===== config.mk =====
export PLATFORM = sky130hd
export DESIGN_NAME = phy_rx_destripe
export DESIGN_NICKNAME = d
export VERILOG_FILES = /design/src/rtl/phy_rx_destripe.sv
export SDC_FILE = /design/constraint.sdc
export NUM_CORES = 1
export LEC_CHECK = 0
export CAP_MARGIN = 20
export CORE_UTILIZATION = 56
export DETAILED_ROUTE_END_ITERATION = 8
export GPL_ROUTABILITY_DRIVEN = 0
export PLACE_DENSITY = 0.81
export SYNTH_ARGS = -nofsm -noshare
export SYNTH_HDL_FRONTEND = slang
export SYNTH_SLANG_ARGS = --single-unit

===== constraint.sdc =====
create_clock -name clk -period 4.8 [get_ports clk]
set_input_delay 1.2 -clock clk [delete_from_list [all_inputs] [get_ports clk]]
set_output_delay 1.2 -clock clk [all_outputs]
set_load 0.02 [all_outputs]

===== src/rtl/phy_rx_destripe.sv =====
// ============================================================================
// Module   : phy_rx_destripe
// Purpose  : 4-lane PHY receive de-striper; COM-based alignment and
//            registered lane-word reassembly. Optional PHY_RX_ERR_CNT_EN
//            adds a saturating err_count output.
// Revision : 1.0 - initial release
// ============================================================================
`default_nettype none

module phy_rx_destripe #(
  parameter logic [7:0] COM_SYM   = 8'hBC,
  parameter logic [7:0] SKP_SYM   = 8'h1C,
  parameter logic [7:0] PAD_SYM   = 8'hF7,
  parameter int         LOCK_COMS = 2
) (
  input  logic       clk,
  input  logic       reset,
  input  logic [7:0] data_in,
  input  logic       k_in,
  input  logic       valid_in,
  output logic [7:0] Out0,
  output logic [7:0] Out1,
  output logic [7:0] Out2,
  output logic [7:0] Out3,
  output logic       valid0,
  output logic       valid1,
  output logic       valid2,
  output logic       valid3,
  output logic       group_strobe,
  output logic       locked,
  output logic       align_err
`ifdef PHY_RX_ERR_CNT_EN
  ,
  output logic [7:0] err_count
`endif
);

  localparam logic [3:0] c_LOCK = 4'(LOCK_COMS);

  typedef enum logic [1:0] {
    ST_SEARCH = 2'd0,
    ST_ALIGN  = 2'd1,
    ST_LOCKED = 2'd2
  } state_t;

  state_t     r_state;
  logic [1:0] r_slot;
  logic [3:0] r_com_cnt;
  logic [7:0] r_sh0, r_sh1, r_sh2;
  logic [2:0] r_shv;

  logic       w_is_com;
  logic       w_is_skp;
  logic       w_is_fill;
  logic       w_fill_v;
  logic [3:0] w_com_inc;
  logic       w_err_evt;

  assign w_is_com  = valid_in && k_in && (data_in == COM_SYM);
  assign w_is_skp  = valid_in && k_in && (data_in == SKP_SYM);
  // PAD_SYM and any unrecognised K-character both occupy a slot as invalid.
  assign w_is_fill = valid_in && !w_is_com && !w_is_skp;
  assign w_fill_v  = !k_in;
  assign w_com_inc = (r_com_cnt >= c_LOCK) ? c_LOCK : r_com_cnt + 4'd1;
  assign w_err_evt = w_is_com && (r_slot != 2'd0) &&
                     ((r_state == ST_ALIGN) || (r_state == ST_LOCKED));
  assign locked    = (r_state == ST_LOCKED);

  always_ff @(posedge clk) begin
    if (!reset) begin
      r_state      <= ST_SEARCH;
      r_slot       <= 2'd0;
      r_com_cnt    <= 4'd0;
      r_sh0        <= 8'h00;
      r_sh1        <= 8'h00;
      r_sh2        <= 8'h00;
      r_shv        <= 3'b000;
      Out0         <= 8'h00;
      Out1         <= 8'h00;
      Out2         <= 8'h00;
      Out3         <= 8'h00;
      valid0       <= 1'b0;
      valid1       <= 1'b0;
      valid2       <= 1'b0;
      valid3       <= 1'b0;
      group_strobe <= 1'b0;
      align_err    <= 1'b0;
    end else begin
      group_strobe <= 1'b0;
      align_err    <= 1'b0;
      if (w_is_com) begin
        case (r_state)
          ST_SEARCH: begin
            r_com_cnt <= 4'd1;
            r_slot    <= 2'd0;
            r_state   <= (c_LOCK == 4'd1) ? ST_LOCKED : ST_ALIGN;
          end
          ST_ALIGN: begin
            if (r_slot == 2'd0) begin
              r_com_cnt <= w_com_inc;
              if (w_com_inc == c_LOCK) r_state <= ST_LOCKED;
            end else begin
              r_state   <= ST_SEARCH;
              r_com_cnt <= 4'd0;
              r_slot    <= 2'd0;
            end
          end
          ST_LOCKED: begin
            if (r_slot != 2'd0) begin
              align_err <= 1'b1;
              r_state   <= ST_ALIGN;
              r_com_cnt <= 4'd1;
              r_slot    <= 2'd0;
            end
          end
          default: r_state <= ST_SEARCH;
        endcase
      end else if (w_is_fill && (r_state != ST_SEARCH)) begin
        r_slot <= r_slot + 2'd1;
        case (r_slot)
          2'd0: begin r_sh0 <= data_in; r_shv[0] <= w_fill_v; end
          2'd1: begin r_sh1 <= data_in; r_shv[1] <= w_fill_v; end
          2'd2: begin r_sh2 <= data_in; r_shv[2] <= w_fill_v; end
          default: begin
            // Slot 3 bypasses the shadow straight into the output word.
            if (r_state == ST_LOCKED) begin
              Out0         <= r_sh0;
              Out1         <= r_sh1;
              Out2         <= r_sh2;
              Out3         <= data_in;
              valid0       <= r_shv[0];
              valid1       <= r_shv[1];
              valid2       <= r_shv[2];
              valid3       <= w_fill_v;
              group_strobe <= 1'b1;
            end
          end
        endcase
      end
    end
  end

`ifdef PHY_RX_ERR_CNT_EN
  logic [7:0] r_err_count;

  always_ff @(posedge clk) begin
    if (!reset) begin
      r_err_count <= 8'h00;
    end else if (w_err_evt && (r_err_count != 8'hFF)) begin
      r_err_count <= r_err_count + 8'd1;
    end
  end

  assign err_count = r_err_count;
`else
  logic w_unused_err;
  assign w_unused_err = w_err_evt;
`endif

endmodule

`default_nettype wire

==> impl_metrics.json, run 1 <==
{
  "cts_setup_buffers": 0,
  "die_w_um": 74.0,
  "synth_cells": 329,
  "dieArea_um2": 5470,
  "instances_no_fill": 439,
  "placed_area_um2": 3390,
  "path_cells": "clkdlybuf4s50_1 -> and4b_2 -> a31oi_2 -> and2_1 -> mux2i_1",
  "drt_iter0_markers": 155,
  "cts_tree": "yes",
  "clk_pin_slew_worst_paths_ps": 70,
  "synth_cell_types": 34,
  "clk_latency_ps": 350,
  "swShare": 0.219,
  "synthAdderAreaFrac": 0.0259,
  "setup_viol": 0,
  "drv_cap": 0,
  "yosys_warnings": 0,
  "wl_met1_mm": 2.93,
  "final_common_cell": "nand2_1",
  "p_leak_nw": 1.21,
  "rsz0062_at_grt": "false",
  "min_period_ps": 2940,
  "syn-cell-area_um2": 2900,
  "power_frac_seq": 0.534,
  "rr_startpoint": "r_state[1]$_SDFFE_PN0P_",
  "cp_top_family": "simple AND/OR/NAND/NOR gates",
  "seq_area_frac_synth": 0.504,
  "run_status": "finished, final reports clean",
  "h-tree-depth": 3,
  "io_pins": 51,
  "hp-class": "reg -> reg",
  "drv_slew": 0,
  "muxShareOfSynthArea": 0.0966,
  "viasPerCell": 5.36,
  "critPathMaxFanout": 9,
  "synthSimpleGateAreaFrac": 0.228,
  "setup_tns_ps": 0,
  "max-slew-margin-rel": 0.295,
  "synth_compound_area_frac": 0.100,
  "slowest_stage": "and2_1",
  "startpoint": "data_in[1]",
  "min_from": "Out3[0]$_SDFFE_PN0P_",
  "required_ps": 5070,
  "route.detailed.drc": 0,
  "drive_gt1_frac": 0.0618,
  "vias": 2354,
  "hold_viol_final": 0,
  "final_cell_mix": "nand2_1, dfxtp_1, clkdlybuf4s50_1, nand3_1, o21ai_0",
  "grt_pass1_wl_mm": 9.85,
  "cts_max_path_buffers": 2,
  "top_layer_used": "met4",
  "cts_buffers": 9,
  "core_area_um2": 4850,
  "grt_max_degree": 121,
  "slowest_delay_ps": 580,
  "synth_area_leader_cell": "dfxtp_1",
  "synth_top_family_by_area": "simple AND/OR/NAND/NOR gates",
  "cts-root-buf": "clkbuf_8",
  "wl_mm": 6.06,
  "first_pass_iters": 4,
  "place_inst": 423,
  "wl_met2_mm": 2.75,
  "gr-total-overflow": 0,
  "cp-start-kind": "primary input",
  "syn2layout_area_growth_pct": 24.1,
  "synth_fp_nets": 347,
  "endpoint_kind": "flip-flop",
  "rows": 25,
  "p_clk_frac": 0.434,
  "p_int_w": 0.000885,
  "wl_per_cell_um": 13.8,
  "ir_worst_vdd_uv": 250,
  "num-fill-cells": 372,
  "avgSynthCellArea_um2": 8.82,
  "synth_top_area_share": 0.504,
  "cts-hold-fix-buffers": 0,
  "fin_worst_skew_ps": 12.9,
  "ys_top_cells_by_area": "dfxtp_1, nand2_1, mux2i_1",
  "grtUsageTotal": 0.245,
  "synth_xor_area_frac": 0.00302,
  "port-buffer-count": 50,
  "dp_hpwl_mm": 3.79,
  "critPathBufInv": 1,
  "diodes": 0,
  "fmax_mhz": 340,
  "p_sw_w": 0.000249,
  "cts.sinks": 73,
  "dr_wl_met3_um": 328,
  "grt_antenna_before_repair": 0,
  "finalNetCount": 385,
  "finalInstanceArea_um2": 3600,
  "arrival_ps": 3210,
  "die_h_um": 74.0,
  "cts-resized-gates": 0,
  "initial_core_util": 0.598,
  "combPwrFrac": 0.032,
  "period_share": 0.613,
  "power_density_nw_per_um2": 315,
  "grt_pass1_vias": 2030,
  "worst_slew_pin_slew_ps": 1060,
  "critPathKind": "in -> reg",
  "drtAntennaViolNets": 0,
  "synth-seq-cells": 73
}
[layer usage]
layer	track usage	vias to the layer above
met5	0	-
met4	0.118	0
met3	0.0718	6
met2	0.355	56
met1	0.335	1093
li1	-	1199
[cell usage after synthesis]
cell type and count:
nand3b_1 2, o21ai_0 39, or4_1 1, dfxtp_1 73, nand2b_1 1, o31a_1 1, inv_1 5, nand4_1 1
a21boi_0 2, nand3_1 39, and3_1 3, o211ai_1 2, and2_1 4, nand4b_1 1, buf_4 3, clkbuf_1 17
buf_2 4, and4bb_2 1, mux2i_1 28, a31oi_1 1, nand3_4 1, ha_1 6, and3b_1 1, nand2_1 79
nor4_1 1, o22ai_1 1, a31oi_2 2, xnor2_1 1, or2_2 1, nor3b_1 1, a21oi_1 2, nor2_1 3
and4b_2 1, o32ai_1 1
[registers in the layout (all words and copies together), names as in the netlist]
name and cells:
r_slot 2, align_err 1, group_strobe 1, r_sh0 8
valid1 1, Out3 8, r_shv 3, Out0 8
r_sh1 8, r_sh2 8, r_state 2, r_com_cnt 4
valid2 1, valid3 1, Out2 8, Out1 8
valid0 1
[power groups by stage]
stage                     logic (W)  clock network (W)  registers, W
after CTS                 0.0000362           0.000502      0.000605
final                     0.0000364           0.000492      0.000605
after floorplan           0.0000205                  0      0.000619
after global routing      0.0000391           0.000527      0.000605
after global placement    0.0000359                  0      0.000619
after detailed placement  0.0000360                  0      0.000619
[path summary, 6_finish.rpt]
| kind | endpoint | depth (start not counted) | slack [ps] |
|---|---|---|---|
| max | r_sh0[0]$_SDFFE_PN0P_ | 5 | 1860 |
| min | Out3[0]$_SDFFE_PN0P_ | 2 | 450 |
| min reg2reg | Out3[0]$_SDFFE_PN0P_ | 2 | 450 |
| max reg2reg | r_sh0[0]$_SDFFE_PN0P_ | 4 | 2920 |
[metrics by stage]
step / setup WS [ps] / util / total power [W] / hold slack, ps
after floorplan: 2390 / - / 0.000640 / 435
after global placement: 1640 / 0.700 / 0.000655 / 443
after detailed placement: 1580 / 0.700 / 0.000655 / 450
after CTS: 1900 / 0.742 / 0.00114 / 461
after global routing: 1790 / 0.742 / 0.00117 / 477
final: 1860 / 0.742 / 0.00113 / 455
[cell type report]
cell class                      count  area, um2  share of cell area
Clock buffer                       12        155              0.0431
Clock inverter                      4       51.3              0.0143
Inverter                            5       18.8             0.00521
Multi-Input combinational cell    227       1320               0.368
Sequential cell                    73       1460               0.406
Tap cell                           67       83.8              0.0233
Timing Repair Buffer               51        505               0.140
[worst reg2reg max path, cell delays in order (launching register included)]
cell,delay [ps]
dfxtp_1,470
o21ai_0,150
a31oi_2,310
and2_1,580
mux2i_1,290
[logic make-up after synthesis]
| family | after synthesis |
|---|---|
| muxes | 28 |
| DFF | 73 |
| and+or+nand+nor | 141 |
| AOI/OAI and AO/OA | 51 |
| xor gates and xnor gates | 1 |
| adders and majority gates | 6 |
| buffers and inverters | 29 |
Power figures use the tool's default switching activity.
==> run 2: changes to the inputs <==
--- a/config.mk
+++ b/config.mk
@@ -6,10 +6,10 @@
 export NUM_CORES = 1
 export LEC_CHECK = 0
 export CAP_MARGIN = 20
-export CORE_UTILIZATION = 56
+export CORE_UTILIZATION = 52
 export DETAILED_ROUTE_END_ITERATION = 8
 export GPL_ROUTABILITY_DRIVEN = 0
-export PLACE_DENSITY = 0.81
+export PLACE_DENSITY = 0.76
 export SYNTH_ARGS = -nofsm -noshare
 export SYNTH_HDL_FRONTEND = slang
 export SYNTH_SLANG_ARGS = --single-unit
==> constraint.sdc (replaced) <==
create_clock -name clk -period 2.8 [get_ports clk]
set_input_delay 0.7 -clock clk [delete_from_list [all_inputs] [get_ports clk]]
set_output_delay 0.7 -clock clk [all_outputs]
set_load 0.02 [all_outputs]
==> impl_metrics.json, run 2 (synthesized netlist as in run 1, its figures left out) <==
{
  "critPathMaxFanout": 9,
  "ir_worst_vdd_uv": 268,
  "power_density_nw_per_um2": 563,
  "cts_setup_buffers": 0,
  "grt_antenna_before_repair": 0,
  "setup_viol": 0,
  "cts.sinks": 73,
  "grt_pass1_vias": 2172,
  "clk_pin_slew_worst_paths_ps": 80,
  "finalNetCount": 392,
  "grt_pass1_wl_mm": 10.4,
  "p_total_w": 0.00211,
  "critPathKind": "reg -> out",
  "rows": 26,
  "die_h_um": 76.7,
  "clk_latency_ps": 350,
  "fin_worst_skew_ps": 10.8,
  "cts-resized-gates": 0,
  "first_pass_iters": 4,
  "dieArea_um2": 5880,
  "p_leak_nw": 1.28,
  "drtAntennaViolNets": 0,
  "syn2layout_area_growth_pct": 29.0,
  "drt_iter0_markers": 149,
  "port-buffer-count": 50,
  "required_ps": 2100,
  "final_util": 0.715,
  "worst_slew_pin_slew_ps": 573,
  "hold_viol_final": 0,
  "cts_tree": "yes",
  "io_pins": 51,
  "min_period_ps": 2350,
  "arrival_ps": 1650,
  "endpoint_kind": "output port",
  "grt_max_degree": 62,
  "final_cell_mix": "nand2_1, dfxtp_1, clkdlybuf4s50_1, nand3_1, o21ai_0",
  "drv_slew": 0,
  "gr-total-overflow": 0,
  "wl_mm": 6.05,
  "run_status": "finished, final reports clean",
  "instances_no_fill": 449,
  "rsz0062_at_grt": "false",
  "drive_gt1_frac": 0.0765,
  "diodes": 0,
  "cts-hold-fix-buffers": 0,
  "max-slew-margin-rel": 0.618,
  "core_area_um2": 5240,
  "die_w_um": 76.7,
  "cts_max_path_buffers": 2,
  "cts_buffers": 9,
  "grtUsageTotal": 0.228,
  "placed_area_um2": 3500,
  "initial_core_util": 0.554,
  "hp-class": "reg -> reg",
  "h-tree-depth": 3,
  "cts-root-buf": "clkbuf_8",
  "place_inst": 433,
  "wl_per_cell_um": 13.5,
  "viasPerCell": 5.25,
  "fmax_mhz": 426,
  "finalInstanceArea_um2": 3740,
  "drv_cap": 0,
  "period_share": 0.838,
  "dp_hpwl_mm": 4.04,
  "setup_tns_ps": 0,
  "route.detailed.drc": 0,
  "vias": 2357,
  "final_common_cell": "nand2_1",
  "cp-start-kind": "flip-flop"
}
[run 2: changes by cell type in the layout (fill, tap and decap cells not counted), sizes merged]
cell,change
inv,+1
clkinvlp,-1
bufinv,+2
clkinv,-2
buf,+7
[run 2: power breakdown]
part           total [W]  internal (W)  switching (W)  leakage [nW]
Combinational  0.0000677     0.0000241      0.0000436         0.568
Sequential       0.00104       0.00104   0.0000000838         0.588
Clock            0.00100      0.000621       0.000382         0.121
Total            0.00211       0.00168       0.000425          1.28
[run 2: metal layers]
| metal | up-vias | global-route usage | wire length [um] |
|---|---|---|---|
| met1 | 1082 | 0.306 | 2920 |
| met5 | - | 0 | 0 |
| met3 | 9 | 0.0476 | 289 |
| li1 | 1212 | - | - |
| met2 | 54 | 0.340 | 2730 |
| met4 | 0 | 0.129 | 111 |
[run 2: worst paths after layout]
check,startpoint,endpoint,slack [ps],cells past startpoint
worst max-delay path,r_state[1]$_SDFFE_PN0P_,locked,450,3
worst min-delay path,Out0[0]$_SDFFE_PN0P_,Out0[0]$_SDFFE_PN0P_,460,2
worst max register to register,r_slot[0]$_SDFFE_PN0P_,r_com_cnt[2]$_SDFFE_PN0P_,970,6
worst min register to register,Out0[0]$_SDFFE_PN0P_,Out0[0]$_SDFFE_PN0P_,460,2
[run 2: metrics by stage]
stage                     setup WS [ps]  hold slack, ps
final                               453             457
after global routing                379             478
after CTS                           425             461
after detailed placement            190             448
after global placement              254             443
after floorplan                     894             435
[run 2: worst max-delay path, cell delays in order (launching register included)]
cell and delay [ps]:
dfxtp_1 450, inv_1 80, nor2_1 150, clkdlybuf4s50_1 630
[run 2: cell type report]
| cell class | count | area [um2] |
|---|---|---|
| Fill cell | 411 | 1490 |
| Timing Repair Buffer | 58 | 608 |
| Clock buffer | 12 | 145 |
| Inverter | 5 | 18.8 |
| Clock inverter | 4 | 98.8 |
| Sequential cell | 73 | 1460 |
| Tap cell | 70 | 87.6 |
| Multi-Input combinational cell | 227 | 1320 |
